**src/rtl/sdram_pkg.sv**
```systemverilog
// Shared SDRAM command encodings, arbiter state encoding and refresh default
// for the SDRAM arbiter and its refresh timer.
package sdram_pkg;

    localparam logic [3:0] CMD_NOP = 4'b0111;
    localparam logic [3:0] CMD_PRE = 4'b0010;
    localparam logic [3:0] CMD_REF = 4'b0001;
    localparam logic [3:0] CMD_ACT = 4'b0011;
    localparam logic [3:0] CMD_WR  = 4'b0100;
    localparam logic [3:0] CMD_RD  = 4'b0101;

    localparam int REF_CYCLES_DEF = 780;

    typedef enum logic [4:0] {
        ST_INIT    = 5'b00001,
        ST_IDLE    = 5'b00010,
        ST_REFRESH = 5'b00100,
        ST_WRITE   = 5'b01000,
        ST_READ    = 5'b10000
    } arb_state_t;

endpackage

```
**src/rtl/sdram_ref_timer.sv**
```systemverilog
// Periodic refresh request generator: free-running counter once init is done,
// raising ref_req on every wrap and dropping it when the refresh is granted.
module sdram_ref_timer
    import sdram_pkg::*;
#(
    parameter int REF_CYCLES = REF_CYCLES_DEF
) (
    input  logic sclk,
    input  logic reset,
    input  logic init_done,
    input  logic ref_grant,
    output logic ref_req
);

    localparam int CNT_W = (REF_CYCLES > 1) ? $clog2(REF_CYCLES) : 1;
    localparam logic [CNT_W-1:0] CNT_LAST = CNT_W'(REF_CYCLES - 1);

    logic [CNT_W-1:0] cnt_q, cnt_d;
    logic             req_q, req_d;
    logic             wrap;

    // A wrap in the same cycle as a grant starts a new period, so setting wins.
    always_comb begin
        cnt_d = cnt_q;
        wrap  = init_done && (cnt_q == CNT_LAST);
        req_d = req_q;
        if (init_done) begin
            cnt_d = wrap ? '0 : cnt_q + CNT_W'(1);
        end
        if (wrap) begin
            req_d = 1'b1;
        end else if (ref_grant) begin
            req_d = 1'b0;
        end
    end

    always_ff @(posedge sclk or negedge reset) begin
        if (!reset) begin
            cnt_q <= '0;
            req_q <= 1'b0;
        end else begin
            cnt_q <= cnt_d;
            req_q <= req_d;
        end
    end

    assign ref_req = req_q;

endmodule

```
**src/rtl/sdram_arbiter.sv**
```systemverilog
// SDRAM bus arbiter between init, refresh, write and read engines with a
// registered pin mux. Define SDRAM_ARB_RR_EN for round-robin write/read grants.
module sdram_arbiter
    import sdram_pkg::*;
#(
    parameter int REF_CYCLES = REF_CYCLES_DEF,
    parameter int ADDR_W     = 12,
    parameter int BA_W       = 2
) (
    input  logic              sclk,
    input  logic              reset,
    input  logic              init_done,
    input  logic [3:0]        init_cmd,
    input  logic [ADDR_W-1:0] init_addr,
    input  logic              wr_trig,
    input  logic              rd_trig,
    output logic              ref_en,
    input  logic              ref_end,
    input  logic [3:0]        ref_cmd,
    input  logic [ADDR_W-1:0] ref_addr,
    output logic              wr_en,
    input  logic              wr_end,
    input  logic [3:0]        wr_cmd,
    input  logic [ADDR_W-1:0] wr_addr,
    input  logic [BA_W-1:0]   wr_ba,
    output logic              rd_en,
    input  logic              rd_end,
    input  logic [3:0]        rd_cmd,
    input  logic [ADDR_W-1:0] rd_addr,
    input  logic [BA_W-1:0]   rd_ba,
    output logic              ref_req,
    output logic [3:0]        sdram_cmd,
    output logic [ADDR_W-1:0] sdram_addr,
    output logic [BA_W-1:0]   sdram_ba
);

    arb_state_t        state_q, state_d;
    logic              wr_pend_q, wr_pend_d;
    logic              rd_pend_q, rd_pend_d;
    logic              ref_en_q, wr_en_q, rd_en_q;
    logic [3:0]        cmd_q, cmd_d;
    logic [ADDR_W-1:0] addr_q, addr_d;
    logic [BA_W-1:0]   ba_q, ba_d;
    logic              refGrant, wrGrant, rdGrant;
    logic              writeFirst;

    sdram_ref_timer #(
        .REF_CYCLES(REF_CYCLES)
    ) u_ref_timer (
        .sclk     (sclk),
        .reset    (reset),
        .init_done(init_done),
        .ref_grant(refGrant),
        .ref_req  (ref_req)
    );

`ifdef SDRAM_ARB_RR_EN
    logic last_wr_q, last_wr_d;

    assign writeFirst = wr_pend_q && !(rd_pend_q && last_wr_q);

    always_comb begin
        last_wr_d = last_wr_q;
        if (wrGrant) begin
            last_wr_d = 1'b1;
        end else if (rdGrant) begin
            last_wr_d = 1'b0;
        end
    end

    always_ff @(posedge sclk or negedge reset) begin
        if (!reset) begin
            last_wr_q <= 1'b0;
        end else begin
            last_wr_q <= last_wr_d;
        end
    end
`else
    assign writeFirst = wr_pend_q;
`endif

    // Every operation returns to IDLE, which guarantees a gap cycle between grants.
    always_comb begin
        state_d = state_q;
        case (state_q)
            ST_INIT:    if (init_done) state_d = ST_IDLE;
            ST_IDLE: begin
                if (ref_req) begin
                    state_d = ST_REFRESH;
                end else if (writeFirst) begin
                    state_d = ST_WRITE;
                end else if (rd_pend_q) begin
                    state_d = ST_READ;
                end
            end
            ST_REFRESH: if (ref_end) state_d = ST_IDLE;
            ST_WRITE:   if (wr_end)  state_d = ST_IDLE;
            ST_READ:    if (rd_end)  state_d = ST_IDLE;
            default:    state_d = ST_INIT;
        endcase
    end

    assign refGrant = (state_q == ST_IDLE) && (state_d == ST_REFRESH);
    assign wrGrant  = (state_q == ST_IDLE) && (state_d == ST_WRITE);
    assign rdGrant  = (state_q == ST_IDLE) && (state_d == ST_READ);

    assign wr_pend_d = wr_trig || (wr_pend_q && !wrGrant);
    assign rd_pend_d = rd_trig || (rd_pend_q && !rdGrant);

    always_comb begin
        cmd_d  = CMD_NOP;
        addr_d = '0;
        ba_d   = '0;
        case (state_q)
            ST_INIT: begin
                cmd_d  = init_cmd;
                addr_d = init_addr;
            end
            ST_REFRESH: begin
                cmd_d  = ref_cmd;
                addr_d = ref_addr;
            end
            ST_WRITE: begin
                cmd_d  = wr_cmd;
                addr_d = wr_addr;
                ba_d   = wr_ba;
            end
            ST_READ: begin
                cmd_d  = rd_cmd;
                addr_d = rd_addr;
                ba_d   = rd_ba;
            end
            default: ;
        endcase
    end

    always_ff @(posedge sclk or negedge reset) begin
        if (!reset) begin
            state_q   <= ST_INIT;
            wr_pend_q <= 1'b0;
            rd_pend_q <= 1'b0;
            ref_en_q  <= 1'b0;
            wr_en_q   <= 1'b0;
            rd_en_q   <= 1'b0;
            cmd_q     <= CMD_NOP;
            addr_q    <= '0;
            ba_q      <= '0;
        end else begin
            state_q   <= state_d;
            wr_pend_q <= wr_pend_d;
            rd_pend_q <= rd_pend_d;
            ref_en_q  <= refGrant;
            wr_en_q   <= wrGrant;
            rd_en_q   <= rdGrant;
            cmd_q     <= cmd_d;
            addr_q    <= addr_d;
            ba_q      <= ba_d;
        end
    end

    assign ref_en     = ref_en_q;
    assign wr_en      = wr_en_q;
    assign rd_en      = rd_en_q;
    assign sdram_cmd  = cmd_q;
    assign sdram_addr = addr_q;
    assign sdram_ba   = ba_q;

endmodule

```
**config.mk**
```make
export PLATFORM = sky130hd
export DESIGN_NAME = sdram_arbiter
export DESIGN_NICKNAME = d
export VERILOG_FILES = /design/src/rtl/sdram_pkg.sv /design/src/rtl/sdram_ref_timer.sv /design/src/rtl/sdram_arbiter.sv
export SDC_FILE = /design/constraint.sdc
export NUM_CORES = 1
export LEC_CHECK = 0
export ABC_AREA = 1
export BUFFER_PORTS_ARGS = -buffer_cell sky130_fd_sc_hd__buf_2
export CORE_MARGIN = 3
export CORE_UTILIZATION = 48
export CTS_CLUSTER_SIZE = 8
export DETAILED_ROUTE_END_ITERATION = 8
export GPL_TIMING_DRIVEN = 0
export PLACE_DENSITY = 0.78
export SKIP_LAST_GASP = 1
export SLEW_MARGIN = 20
export SYNTH_ARGS = -nofsm -noshare
export SYNTH_HDL_FRONTEND = slang
export SYNTH_HIERARCHICAL = 1
export SYNTH_SLANG_ARGS = --single-unit
```
**constraint.sdc**
```tcl
create_clock -name sclk -period 1.8 [get_ports sclk]
set_clock_uncertainty 0.05 [all_clocks]
set_input_delay 0.18 -clock sclk [delete_from_list [all_inputs] [get_ports sclk]]
set_output_delay 0.18 -clock sclk [all_outputs]
set_load 0.005 [all_outputs]
```
* Word level (Yosys, flattened, before mapping) *
Index checks and enable logic that the tools add are counted.

storage, ports and cells
  output and inout bits = 22
  input port bits = 76
  word-level logic and storage cells = 46
  bits in registers = 39

operators by class
  reductions and logical operators = 11
  mux-type cells = 14
  eq/ne operators = 9
  add/sub/neg operators = 1

operator list
  cell                     number
  $pmux W12 S4             1
  $mux W5                  7
  $pmux W5 S5              1
  $pmux W4 S4              1
  $add A10 B1 Y10 const B  1
  $eq A10 B10 Y1 const B   1
  $eq A5 B3 Y1 const B     2
  $eq A5 B4 Y1 const B     2
  $eq A5 B5 Y1 const B     2
  $mux W10                 1
  $logic_and A1 B1 Y1      6
  $eq A5 B1 Y1 const B     1
  $eq A5 B2 Y1 const B     1
  $pmux W2 S2              1
  $logic_not A1 Y1         2
  $logic_or A1 B1 Y1       2
  $mux W1                  2
  $reduce_bool A2 Y1       1

* Depth between registers and ports, before layout *
  depth after elaboration = 9
  gate-level depth with buffers = 8
  depth with buffers taken out = 7

* By module *
Netlist, hierarchy kept.

by module, submodules not included
  module           area each (um^2)  cells each  seq. area each (um^2)  instances
  sdram_arbiter    1716.6            234         705.7                  1
  sdram_ref_timer  576.8             75          275.3                  1

* Worst setup path after synthesis *
OpenSTA, ideal clock, no wires.

  path type = reg-to-reg
  from = reg state_q[0]
  to = reg addr_q[10] (netlist: sdram_addr[10])
  path slack = 0.459 ns
  setup time = 0.065 ns
  arrival time = 1.226 ns
  cell stages (with the launch flop) = 8
  path through = dfstp_2 > inv_1 > nor2_2 > nand3_2 > buf_6 > o21ai_1 > inv_1 > nand2_1

on the way
  cells in the longest elaborated chain, start to end = 2
  elaborated cells on any way between the ends = 5

ends and longest elaborated chain
  element                                     line                  text
  start: declaration                          sdram_arbiter.sv:37   arb_state_t state_q, state_d;
  start signal: assignment                    sdram_arbiter.sv:149  state_q <= state_d;
  $eq A5 B5 Y1, or another cell as far along  sdram_arbiter.sv:114  case (state_q)
  $pmux W12 S4 (*)                            sdram_arbiter.sv:114
  via addr_d[10]                              sdram_arbiter.sv:42   logic [ADDR_W-1:0] addr_q, addr_d;
  end signal: assignment                      sdram_arbiter.sv:156  addr_q <= addr_d;
  end: declaration                            sdram_arbiter.sv:42

Mark *: on every way through the listed nets, which the timed path passes. The rest lies on a longest branch.
A chain may end at the register's enable or synchronous reset.

* Worst setup path after layout *
  from = reg state_q[0]
  to = reg addr_q[5] (netlist: sdram_addr[5])

Same word-level chain as after synthesis.

==> impl_results.md <==
- Area leader, netlist: dfrtp_1
- Slew headroom: 0.427
- Cell Area, Synth: 2290 um^2
- First-pass GRT wire length: 9450 um
- RSZ-0062 raised after global routing: false
- Site Rows: 24
- Fin area: 2970 um^2
- Synth area leaders: dfrtp_1 38%, nand2_1 14%, nand4_1 13%
- Achievable Freq: 0.628 GHz
- Min cycle time layout: 1.59 ns
- Drt wl/cell: 12.9 um
- Most frequent cell after synthesis: nand2_1
- FFs w/ async S/R, synth: 1.00
- Register area share after synthesis: 0.428
- Iter 0 DRT Violations: 117
- Initial Util: 0.513
- Routed wire length: 6010 um
- Clk slew on worst S/H paths: 0.09 ns
- Layout cells sized above 1: 0.337
- Die X: 75.1 um
- Pre-CTS setup slack: 0.229 ns
- IO Pins: 98
- CP required: 1.99 ns
- Num Clock Sinks: 39
- EDFF count, synth: 0
- Residual DRC count: 0
- Port Buf Inserts: 97
- CTS tree: done
- Leak pwr: 1.74 nW
- Vias in the first global route: 2082
- # nets final: 491
- Synth warn: 6
- MaxCap Viol Count: 0
- Met1 Track Usage GR: 0.311
- Total chip power: 3.80 mW
- FF+latch count, synth: 39
- Final GP Congestion: 0.885
- GR Util met3: 0.0628
- CTS Buffer Depth: 2
- Share of the synthesized area in the top cell type: 0.382
- Setup ws final: 0.207 ns
- Synth Instances: 309
- Area after DPL: 2840 um^2
- Slew at the pin closest to its max-slew limit: 0.860 ns
- Final hold violation count: 0
- Data arrival, critical path: 1.78 ns
- Mean post-synth cell area: 7.42 um^2
- Hold path depth: 3
- Final design utilization: 0.664
- TritonCTS buffer count: 5
- Synth Flop Type: dfrtp_1
- Setup TNS: 0 ns
- Clock Latency Late Sink: 0.30 ns
- Core area: 4470 um^2
- Syn nets: 386
- Total track usage: 0.217
- Final period util: 0.885
- Area Overhead vs Synth: 29.5%
- Die area: 5640 um^2
- Post_cts resized: 0
- Critical path launch point type: flop
- Pins Over Slew Limit: 0
- Via count: 2366
- Remaining Overflow, GRT: 0
- Pwr/cell area: 1280 nW/um^2
- Worst-path fanout max: 10
- CTS HTree Levels: 2
- Kind of critical path: flop to flop
- Met2 usage: 0.313
- Worst Hold Class: primary input to flop
- VDD IR max: 0.503 mV
- Largest net degree at the start of global routing: 40
- Crit path capture type: flop
- Number of inserted diodes: 0
- Die H: 75.1 um
- # setup viols final: 0
- DPL Wire Length: 4540 um
- Antenna violations before repair: 0
- Reg2reg path depth: 7
- Top post-synthesis cells by count: 83 x nand2_1, 54 x inv_1, 49 x nand4_1
- Layer with the highest usage: met2
- Drt pass-1 iters: 4
- CTS root buffer: clkbuf_8
- Status: finished clean
- Count of unique library cells instantiated by Yosys: 26
- Vias per cell: 5.07
- Post-DRT Antenna Nets: 0
## path summary, 6_finish.rpt
kind                                            from                    to  slack, ns
worst min-delay path                         wr_trig             wr_pend_q      0.007
worst max register to register            state_q[0]         sdram_addr[5]       0.21
worst min register to register  u_ref_timer/cnt_q[7]  u_ref_timer/cnt_q[7]       0.47
min in group asynchronous                      reset         sdram_addr[3]       0.47
max in group asynchronous                      reset  u_ref_timer/cnt_q[9]       0.68
worst max-delay path                      state_q[0]         sdram_addr[5]       0.21
## layer usage
layer | up-vias | routed length (um)
met5 | - | 0
met4 | 0 | 109
met3 | 9 | 436
met2 | 81 | 2830
met1 | 1061 | 2630
li1 | 1215 | -
## final cells by class
type                       count  area [um^2]
clock buffer                   5         68.8
inverter                      59          221
fill                         417         1500
sequential                    39          981
multi-input combinational    197         1000
tap                           52         65.1
clock inverter                 3         47.5
timing repair buffer          98          495
buffer                        14         91.3
## cells by family (layout without fill, tap and decap cells)
| family | count (synthesis) | after routing | share of synthesized area |
|---|---|---|---|
| compound gates | 26 | 26 | 0.0600 |
| fa+ha+maj | 1 | 1 | 0.00545 |
| buf+inv | 73 | 179 | 0.136 |
| flops | 39 | 39 | 0.428 |
| simple gates | 168 | 168 | 0.363 |
| xor+xnor | 2 | 2 | 0.00764 |
## critical path: stages, from the launching register on
cell	delay (ns)
dfstp_2	0.55
inv_1	0.07
nor2_2	0.29
nand3_2	0.18
buf_6	0.19
o21ai_1	0.12
inv_1	0.05
nand2_1	0.05
## per-stage QoR
stage          cells  hold slack [ns]
2_1_floorplan    309           -0.166
3_3_place_gp     458            0.299
3_5_place_dp     458            0.296
4_1_cts          467          0.00552
5_1_grt          467           0.0116
6_report         467          0.00745
## what timing repair did
item,CTS,global route
setup buffers,0,0
hold buffers,1,0
endpoints found under the hold margin,35,0
## layout by cell type, fill, tap and decap left out, drive strengths merged
cell type    instances
dlygate4sd3          1
xnor2                1
nand4               49
o211ai               1
buf                110
nand2               83
a31oi                1
o22ai                1
a21oi                4
o21ai               18
inv                 60
nor2                24
o21bai               1
xor2                 1
bufinv               1
clkbuf               6
nand3               11
or2                  1
ha                   1
clkinv               1
dfrtp               35
dfstp                4
## flip-flops by register name, summed over array words and instances, names as in the netlist
signal and cells:
ref_en 1, wr_pend_q 1, rd_en 1, rd_pend_q 1, sdram_ba 2, u_ref_timer/cnt_q 10, state_q 5, sdram_addr 12
wr_en 1, u_ref_timer/ref_req 1, sdram_cmd 4
## report_power, final
group | switching, mW | internal (mW)
logic | 1.03 | 0.627
registers | 0.161 | 1.22
clock network | 0.340 | 0.420
total | 1.53 | 2.27
Power figures use the tool's default switching activity.
